<file path="config.mk">
export PLATFORM = sky130hd
export DESIGN_NAME = digit_fetch_scheduler
export DESIGN_NICKNAME = d
export VERILOG_FILES = /design/src/rtl/digit_fetch_scheduler.sv
export SDC_FILE = /design/constraint.sdc
export NUM_CORES = 1
export LEC_CHECK = 0
export CAP_MARGIN = 15
export CELL_PAD_IN_SITES_DETAIL_PLACEMENT = 1
export CELL_PAD_IN_SITES_GLOBAL_PLACEMENT = 1
export CORE_ASPECT_RATIO = 1.2
export CORE_MARGIN = 4
export CORE_UTILIZATION = 39
export CTS_CLUSTER_DIAMETER = 100
export DETAILED_ROUTE_END_ITERATION = 7
export GPL_ROUTABILITY_DRIVEN = 0
export HOLD_SLACK_MARGIN = 0.08
export PLACE_DENSITY = 0.78
export RECOVER_POWER = 25
export REMOVE_ABC_BUFFERS = 1
export SKIP_CTS_REPAIR_TIMING = 1
export SYNTH_ARGS = -nofsm -noshare
export SYNTH_HDL_FRONTEND = slang
export SYNTH_SLANG_ARGS = --single-unit
</file>
<file path="constraint.sdc">
create_clock -name clk -period 3.25 [get_ports clk]
set_input_delay 0.4875 -clock clk [delete_from_list [all_inputs] [get_ports clk]]
set_output_delay 0.4875 -clock clk [all_outputs]
set_load 0.02 [all_outputs]
</file>
<file path="src/rtl/digit_fetch_scheduler.sv">
// HH:MM:SS text-row renderer: freezes digits per frame, prefetches font rows one cell early.
// Optional BLINK_COLON_EN: colon cells blank while the frozen seconds-units digit is odd.
module digit_fetch_scheduler #(
  parameter int         X0    = 96,
  parameter int         Y0    = 16,
  parameter logic [3:0] COLOR = 4'd2
) (
  input  logic        clk,
  input  logic        rst_n,
  input  logic        pixel_tick,
  input  logic [9:0]  pixelx,
  input  logic [9:0]  pixely,
  input  logic        video_on,
  input  logic [3:0]  horasD,
  input  logic [3:0]  horasU,
  input  logic [3:0]  minutosD,
  input  logic [3:0]  minutosU,
  input  logic [3:0]  segundosD,
  input  logic [3:0]  segundosU,
  output logic [10:0] rom_addr,
  input  logic [7:0]  rom_data,
  output logic        pixel_on,
  output logic [3:0]  color_addr
);

  localparam logic [9:0] X0V   = 10'(X0);
  localparam logic [9:0] XLAST = 10'(X0 + 63);
  localparam logic [9:0] Y0V   = 10'(Y0);
  localparam logic [9:0] YLAST = 10'(Y0 + 15);
  localparam logic [3:0] Y0LO  = 4'(Y0);

  typedef enum logic [1:0] {
    S_IDLE, S_REQ, S_CAP, S_HOLD
  } state_t;

  state_t      state_q, state_d;
  logic [2:0]  k_q, k_d;
  logic [10:0] rom_addr_q, rom_addr_d;
  logic [7:0]  pref_q, pref_d;
  logic [7:0]  shift_q, shift_d;
  logic [3:0]  hd_q, hu_q, md_q, mu_q, sd_q, su_q;
  logic [3:0]  hd_d, hu_d, md_d, mu_d, sd_d, su_d;
  logic        run_q, run_d;

  logic        band, x_in, in_window;
  logic [9:0]  fdx, load_x;
  logic        fetch_hit, load_hit, frame_tick;
  logic [2:0]  fetch_k;
  logic [3:0]  row;
  logic [6:0]  colon, code;

  function automatic logic [6:0] dig_code(input logic [3:0] d);
    return (d > 4'd9) ? 7'h3F : 7'h30 + {3'b000, d};
  endfunction

  // Raster decode: band/window flags and fetch/load pixel matches
  always_comb begin
    band       = (pixely >= Y0V) && (pixely <= YLAST);
    x_in       = (pixelx >= X0V) && (pixelx <= XLAST);
    in_window  = band && x_in;
    fdx        = pixelx + 10'd2 - X0V;
    fetch_k    = fdx[5:3];
    fetch_hit  = band && (fdx[9:6] == 4'd0) && (fdx[2:0] == 3'd0);
    load_x     = X0V - 10'd1 + {4'd0, k_q, 3'd0};
    load_hit   = (state_q == S_HOLD) && (pixelx == load_x);
    frame_tick = pixel_tick && (pixelx == 10'd0) && (pixely == 10'd0);
    row        = pixely[3:0] - Y0LO;
  end

  // Char code for the cell about to be fetched, from frozen digits
  always_comb begin
`ifdef BLINK_COLON_EN
    colon = su_q[0] ? 7'h20 : 7'h3A;
`else
    colon = 7'h3A;
`endif
    code = colon;
    case (fetch_k)
      3'd0:    code = dig_code(hd_q);
      3'd1:    code = dig_code(hu_q);
      3'd3:    code = dig_code(md_q);
      3'd4:    code = dig_code(mu_q);
      3'd6:    code = dig_code(sd_q);
      3'd7:    code = dig_code(su_q);
      default: code = colon;
    endcase
  end

  // Next-state: snapshot, fetch sequencer and pixel shifter
  always_comb begin
    state_d    = state_q;
    k_d        = k_q;
    rom_addr_d = rom_addr_q;
    pref_d     = pref_q;
    shift_d    = shift_q;
    run_d      = 1'b1;
    {hd_d, hu_d, md_d, mu_d, sd_d, su_d} =
      {hd_q, hu_q, md_q, mu_q, sd_q, su_q};
    if (frame_tick)
      {hd_d, hu_d, md_d, mu_d, sd_d, su_d} =
        {horasD, horasU, minutosD, minutosU, segundosD, segundosU};
    case (state_q)
      S_IDLE: if (pixel_tick && fetch_hit) begin
        state_d    = S_REQ;
        k_d        = fetch_k;
        rom_addr_d = {code, row};
      end
      S_REQ:  state_d = S_CAP;
      S_CAP: begin
        pref_d  = rom_data;
        state_d = S_HOLD;
      end
      S_HOLD: if (pixel_tick && (!band || load_hit))
        state_d = S_IDLE;
      default: state_d = S_IDLE;
    endcase
    if (pixel_tick) begin
      if (!band)                 shift_d = 8'd0;
      else if (load_hit)         shift_d = pref_q;
      else if (pixelx == XLAST)  shift_d = 8'd0;
      else if (x_in)             shift_d = {shift_q[6:0], 1'b0};
    end
  end

  // State and datapath registers
  always_ff @(posedge clk or negedge rst_n) begin
    if (!rst_n) begin
      state_q    <= S_IDLE;
      k_q        <= 3'd0;
      rom_addr_q <= 11'd0;
      pref_q     <= 8'd0;
      shift_q    <= 8'd0;
      run_q      <= 1'b0;
      {hd_q, hu_q, md_q, mu_q, sd_q, su_q} <= 24'd0;
    end else begin
      state_q    <= state_d;
      k_q        <= k_d;
      rom_addr_q <= rom_addr_d;
      pref_q     <= pref_d;
      shift_q    <= shift_d;
      run_q      <= run_d;
      {hd_q, hu_q, md_q, mu_q, sd_q, su_q} <=
        {hd_d, hu_d, md_d, mu_d, sd_d, su_d};
    end
  end

  assign rom_addr   = rom_addr_q;
  assign pixel_on   = shift_q[7] & in_window & video_on;
  assign color_addr = (run_q && in_window) ? COLOR : 4'd0;

endmodule

</file>
==> results of run 1 <==
==> placed cells by master (no fill, tap or decap), types with 4 or more instances in the layout <==
cell type,count
mux2i_1,6
xor2_1,4
nand3_1,5
nor4_1,4
nor2_1,6
nand2b_1,5
o21ai_0,17
inv_1,8
dfrtp_1,55
conb_1,5
a21oi_1,13
ha_1,7
o21a_1,5
clkdlybuf4s50_1,66
nand2_1,21
clkbuf_8,5
xnor2_1,6
mux2_2,37
a22oi_1,7
buf_4,11
mux2_1,4
==> layout make-up <==
type	instances	share of cell area, %
clock buffer	6	1.85
clock inverter	2	0.320
inverter	8	0.767
multi-input combinational	201	39.9
sequential	55	35.2
tap	92	2.94
timing repair buffer	78	19.1
==> power by group <==
| part | internal, uW | total, uW | switching, uW |
|---|---|---|---|
| sequential | 751 | 792 | 40.3 |
| combinational | 203 | 380 | 177 |
| clock | 151 | 378 | 227 |
| total | 1110 | 1550 | 445 |
==> cells by family (layout without fill, tap and decap cells) <==
logic type,count (synthesis),count (layout),share of synthesized area [%]
compound gates,68,68,15.1
other cells,2,5,0.247
fa+ha+maj,7,7,2.88
simple gates,64,64,12.5
buf+inv,25,94,3.95
mux,47,47,17.2
xor+xnor,10,10,2.88
flops,55,55,45.3
==> final timing paths <==
path / slack, ps / start / cells after the start / endpoint
max: 260 / pixely[9] / 5 / pixel_on
min: 500 / rom_addr[8] / 1 / rom_addr[8]
max reg2reg: 630 / k_q[0] / 9 / shift_q[3]
min reg2reg: 500 / rom_addr[8] / 1 / rom_addr[8]
max in group asynchronous: 1520 / rst_n / 2 / hu_q[2]
min in group asynchronous: 600 / rst_n / 1 / rom_addr[0]
==> stage by stage <==
step / instances / worst slack, ps / instance area (sq um) / hold slack, ps
global route: 442 / 167 / 3920 / 526
floorplan: 264 / 181 / 2960 / 192
global placement: 434 / 166 / 3830 / 463
detailed placement: 434 / 83.0 / 3830 / 481
finish: 442 / 262 / 3920 / 496
CTS: 442 / 252 / 3920 / 238
==> sequential cells by signal (all words and copies together) (netlist names) <==
register and cells:
k_q 3, run_q 1, mu_q 4, shift_q 8
sd_q 4, md_q 4, rom_addr 9, su_q 4
state_q 2, hu_q 4, pref_q 8, hd_q 4
==> routing by layer <==
| layer | vias to the layer above | track usage (%) | routed length (microns) |
|---|---|---|---|
| met2 | 37 | 29.4 | 4080 |
| met4 | 0 | 5.08 | 113 |
| met3 | 10 | 2.13 | 176 |
| met1 | 1211 | 25.1 | 3510 |
| li1 | 1155 | - | - |
| met5 | - | 0 | 0 |
==> flow_metrics.tcl, run 1 <==
set metrics [dict create \
    power_uw 1550 \
    yosysWarnings 0 \
    path_cells "clkdlybuf4s50_1 -> or4_4 -> nor3b_4 -> and4_1 -> clkdlybuf4s50_1" \
    maxSlewViolCount 33 \
    via_per_inst 5.46 \
    num-fill-cells 849 \
    rows 35 \
    synth_seq_cells 55 \
    area_growth_pct 28.9 \
    synth.yosys.seq_area_share_pct 45.3 \
    drive_gt1_share_pct 17.7 \
    synth_top_area_share_pct 45.3 \
    grt_usage_pct 18.1 \
    yosys.area.top_type "dfrtp_1" \
    h-tree-depth 2 \
    worstSkewPairLatency_ps 310 \
    ios 72 \
    first_global_vias 2605 \
    synth_area_sq_um 3040 \
    place_hpwl_microns 6270 \
    peakVddDrop_v 0.000201 \
    period_share_pct 91.9 \
    timing.critical_path.buf_inv 2 \
    n_antenna_cell 0 \
    powerDensity_nw_per_um2 396 \
    synth-edff-count 0 \
    syn_inst 278 \
    leakage_uw 0.00168 \
    clockBufferDepth 2 \
    fmax_ghz 0.335 \
    drt_iter0_markers 122 \
    layout.nets 412 \
    hold_viol 0 \
    fin_skew_ps 5.30 \
    fin_setup_tns_ps 0 \
    die_w_microns 88.6 \
    numCtsBuffers 5 \
    grt_start_max_net_pins 33 \
    finalWirelength_microns 7880 \
    rsz0062_at_grt "no" \
    setup_viol 0 \
    crit_family "buffers and inverters" \
    grt_pass1_wl_microns 13200 \
    coreArea_sq_um 7620 \
    die_area_sq_um 9270 \
    fin_util_pct 51.4 \
    maxCapViolCount 1 \
    crit_path_max_incr_delay_ps 600 \
    synthDistinctLibCells 55 \
    clk_pin_slew_ps 100 \
    async_reset_ff_share_pct 100 \
    wl_per_cell_microns 17.8 \
    ys.flop_type "dfrtp_1" \
    start_util_pct 39.9 \
    yosys-top-cells-count "55 x dfrtp_1, 37 x mux2_2, 21 x nand2_1" \
    violations "max-capacitance violations, max-slew violations" \
    synth.most_common_cell "dfrtp_1" \
    status "finished, violations left" \
    slowest_stage "clkdlybuf4s50_1" \
    period_minus_slack_ps 2990 \
    syn-mean-instance-area_sq_um 10.9 \
    clock-sinks 55 \
    fp.dieH_microns 105 \
    critPathRequiredTime_ps 2760 \
    antenna_found_initial 0 \
    tightestPinTransition_ps 1690 \
    port_buffers 67 \
    dr.pass1.iters 4 \
    worstSetupStartpointType "input pin" \
    worstSetupEndpointType "output port" \
    regArea_sq_um 1380 \
    gr-total-overflow 0 \
    hold_path.class "reg2reg" \
    max-slew-margin-rel_pct -12.4 \
    crit_top_cell "clkdlybuf4s50_1" \
    ant_nets 0 \
    drc 0 \
    num_vias 2413 \
    multi_input_area_sq_um 1560 \
    arrival_ps 2500 \
    crit_fanout 3 \
    path_class "in2out" \
    synthTopCellsByArea "dfrtp_1 45%, mux2_2 14%, ha_1 2.9%" \
    root_buffer "clkbuf_8" \
    cts_tree "done" \
]
Note: power is estimated with default switching activity, not from simulation.
==> inputs of run 2 (changes only) <==
--- a/config.mk
+++ b/config.mk
@@ -10,12 +10,13 @@
 export CELL_PAD_IN_SITES_GLOBAL_PLACEMENT = 1
 export CORE_ASPECT_RATIO = 1.2
 export CORE_MARGIN = 4
-export CORE_UTILIZATION = 39
+export CORE_UTILIZATION = 40
 export CTS_CLUSTER_DIAMETER = 100
 export DETAILED_ROUTE_END_ITERATION = 7
+export DONT_BUFFER_PORTS = 1
 export GPL_ROUTABILITY_DRIVEN = 0
 export HOLD_SLACK_MARGIN = 0.08
-export PLACE_DENSITY = 0.78
+export PLACE_DENSITY = 0.64
 export RECOVER_POWER = 25
 export REMOVE_ABC_BUFFERS = 1
 export SKIP_CTS_REPAIR_TIMING = 1
==> flow_metrics.tcl, run 2 (synthesized netlist as in run 1, its figures left out) <==
set metrics [dict create \
    grt_pass1_wl_microns 12000 \
    worstSkewPairLatency_ps 310 \
    leakage_uw 0.00143 \
    die_area_sq_um 9060 \
    wl_per_cell_microns 19.4 \
    drive_gt1_share_pct 21.1 \
    max-slew-margin-rel_pct 10.5 \
    swShare_pct 27.1 \
    root_buffer "clkbuf_8" \
    power_uw 1550 \
    power.switching_uw 419 \
    grtUsageMet2_pct 26.5 \
    gr-total-overflow 0 \
    seqPwrFrac_pct 51.0 \
    combPwrFrac_pct 18.6 \
    finalInstanceArea_sq_um 3260 \
    n_antenna_cell 0 \
    port_buffers 0 \
    final_cell_mix "55 x dfrtp_1, 37 x mux2_2, 21 x nand2_1" \
    largest_reg_flops 9 \
    placement.cell_area_sq_um 3130 \
    ant_nets 0 \
    fin_skew_ps 5.93 \
    grt_start_max_net_pins 56 \
    maxSlewViolCount 0 \
    coreArea_sq_um 7320 \
    rsz0062_at_grt "no" \
    dr.pass1.iters 4 \
    maxCapViolCount 0 \
    hold_end "mu_q[0]" \
    num-fill-cells 830 \
    crit_fanout 5 \
    ios 72 \
    peakVddDrop_v 0.000356 \
    clk_pin_slew_ps 110 \
    finalWirelength_microns 7190 \
    grtUsageMet3_pct 4.12 \
    powerDensity_nw_per_um2 475 \
    r2r_slack_ps 690 \
    die_w_microns 87.6 \
    place_hpwl_microns 5470 \
    tightestPinTransition_ps 1340 \
    period_minus_slack_ps 2560 \
    status "complete, no violations" \
    worstSetupEndpointType "flop" \
    num_vias 2148 \
    layout_commonest_cell "dfrtp_1" \
    rows 34 \
    grt_usage_pct 17.0 \
    hold_path.class "in2reg" \
    numCtsBuffers 5 \
    ff2ff_path_depth 10 \
    fin_util_pct 44.5 \
    grt_util_met1_pct 23.8 \
    h-tree-depth 2 \
    hold_depth 2 \
    p_int_uw 1130 \
    via_per_inst 5.81 \
    hold_viol 0 \
    r2r_start "k_q[0]" \
    fin_setup_tns_ps 0 \
    layout.nets 342 \
    drc 0 \
    cts_tree "done" \
    arrival_ps 2750 \
    hp-start "minutosU[0]" \
    first_global_vias 2274 \
    area_growth_pct 7.21 \
    antenna_found_initial 0 \
    clockBufferDepth 2 \
    r2r_end "state_q[1]" \
    worstSetupStartpointType "flop" \
    critPathRequiredTime_ps 3440 \
    fmax_ghz 0.391 \
    fp.dieH_microns 103 \
    clockPowerShare_pct 30.4 \
    start_util_pct 41.5 \
    drt_iter0_markers 74 \
    period_share_pct 78.7 \
    grt-busiest-layer "met2" \
    setup_viol 0 \
    path_class "reg2reg" \
    clock-sinks 55 \
]
==> run 2: worst max-delay path by stage <==
stage | startpoint | to | slack, ps | cells after the start
CTS | k_q[0] | state_q[1] | 690 | 10
floorplan | pixely[9] | hd_q[0] | 180 | 3
global route | k_q[0] | state_q[1] | 490 | 10
finish | k_q[0] | state_q[1] | 690 | 10
global placement | pixely[9] | rom_addr[4] | 750 | 6
detailed placement | pixely[9] | rom_addr[6] | 690 | 6
==> run 2: cell type report <==
type | count | area [sq um] | area share [%]
multi-input cells | 201 | 1560 | 47.9
flip-flops and latches | 55 | 1380 | 42.3
well taps | 90 | 113 | 3.46
clock buffers | 5 | 68.8 | 2.11
repair buffers | 8 | 60.1 | 1.84
clock inverters | 3 | 47.5 | 1.46
inverters | 8 | 30.0 | 0.922
==> run 2: worst max-delay path, stage by stage, from the launching register on <==
cell and delay, ps:
dfrtp_1 430, inv_1 90, ha_1 140, inv_1 40, ha_1 180, xnor2_1 190, nand4_1 210, o41ai_4 400
nand2_1 100, a221o_1 340, mux2_1 330
==> run 2: stage by stage <==
stage / hold WS, ps / cells / setup slack, ps
floorplan: 192 / 264 / 181
global placement: 194 / 360 / 747
detailed placement: 194 / 360 / 687
CTS: -156 / 368 / 688
global route: 292 / 370 / 494
finish: 296 / 370 / 693
==> run 2: power by group through the flow <==
stage	sequential [uW]	clock, uW	combinational (uW)
final	789	471	287
after global routing	799	520	324
after CTS	791	487	276
after detailed placement	804	0	273
after global placement	801	0	264
after floorplan	791	0	221
==> run 2: routing by layer <==
| layer | wire, microns | up-vias |
|---|---|---|
| li1 | - | 1017 |
| met1 | 3350 | 1083 |
| met2 | 3360 | 42 |
| met3 | 385 | 6 |
| met4 | 89 | 0 |
| met5 | 0 | - |
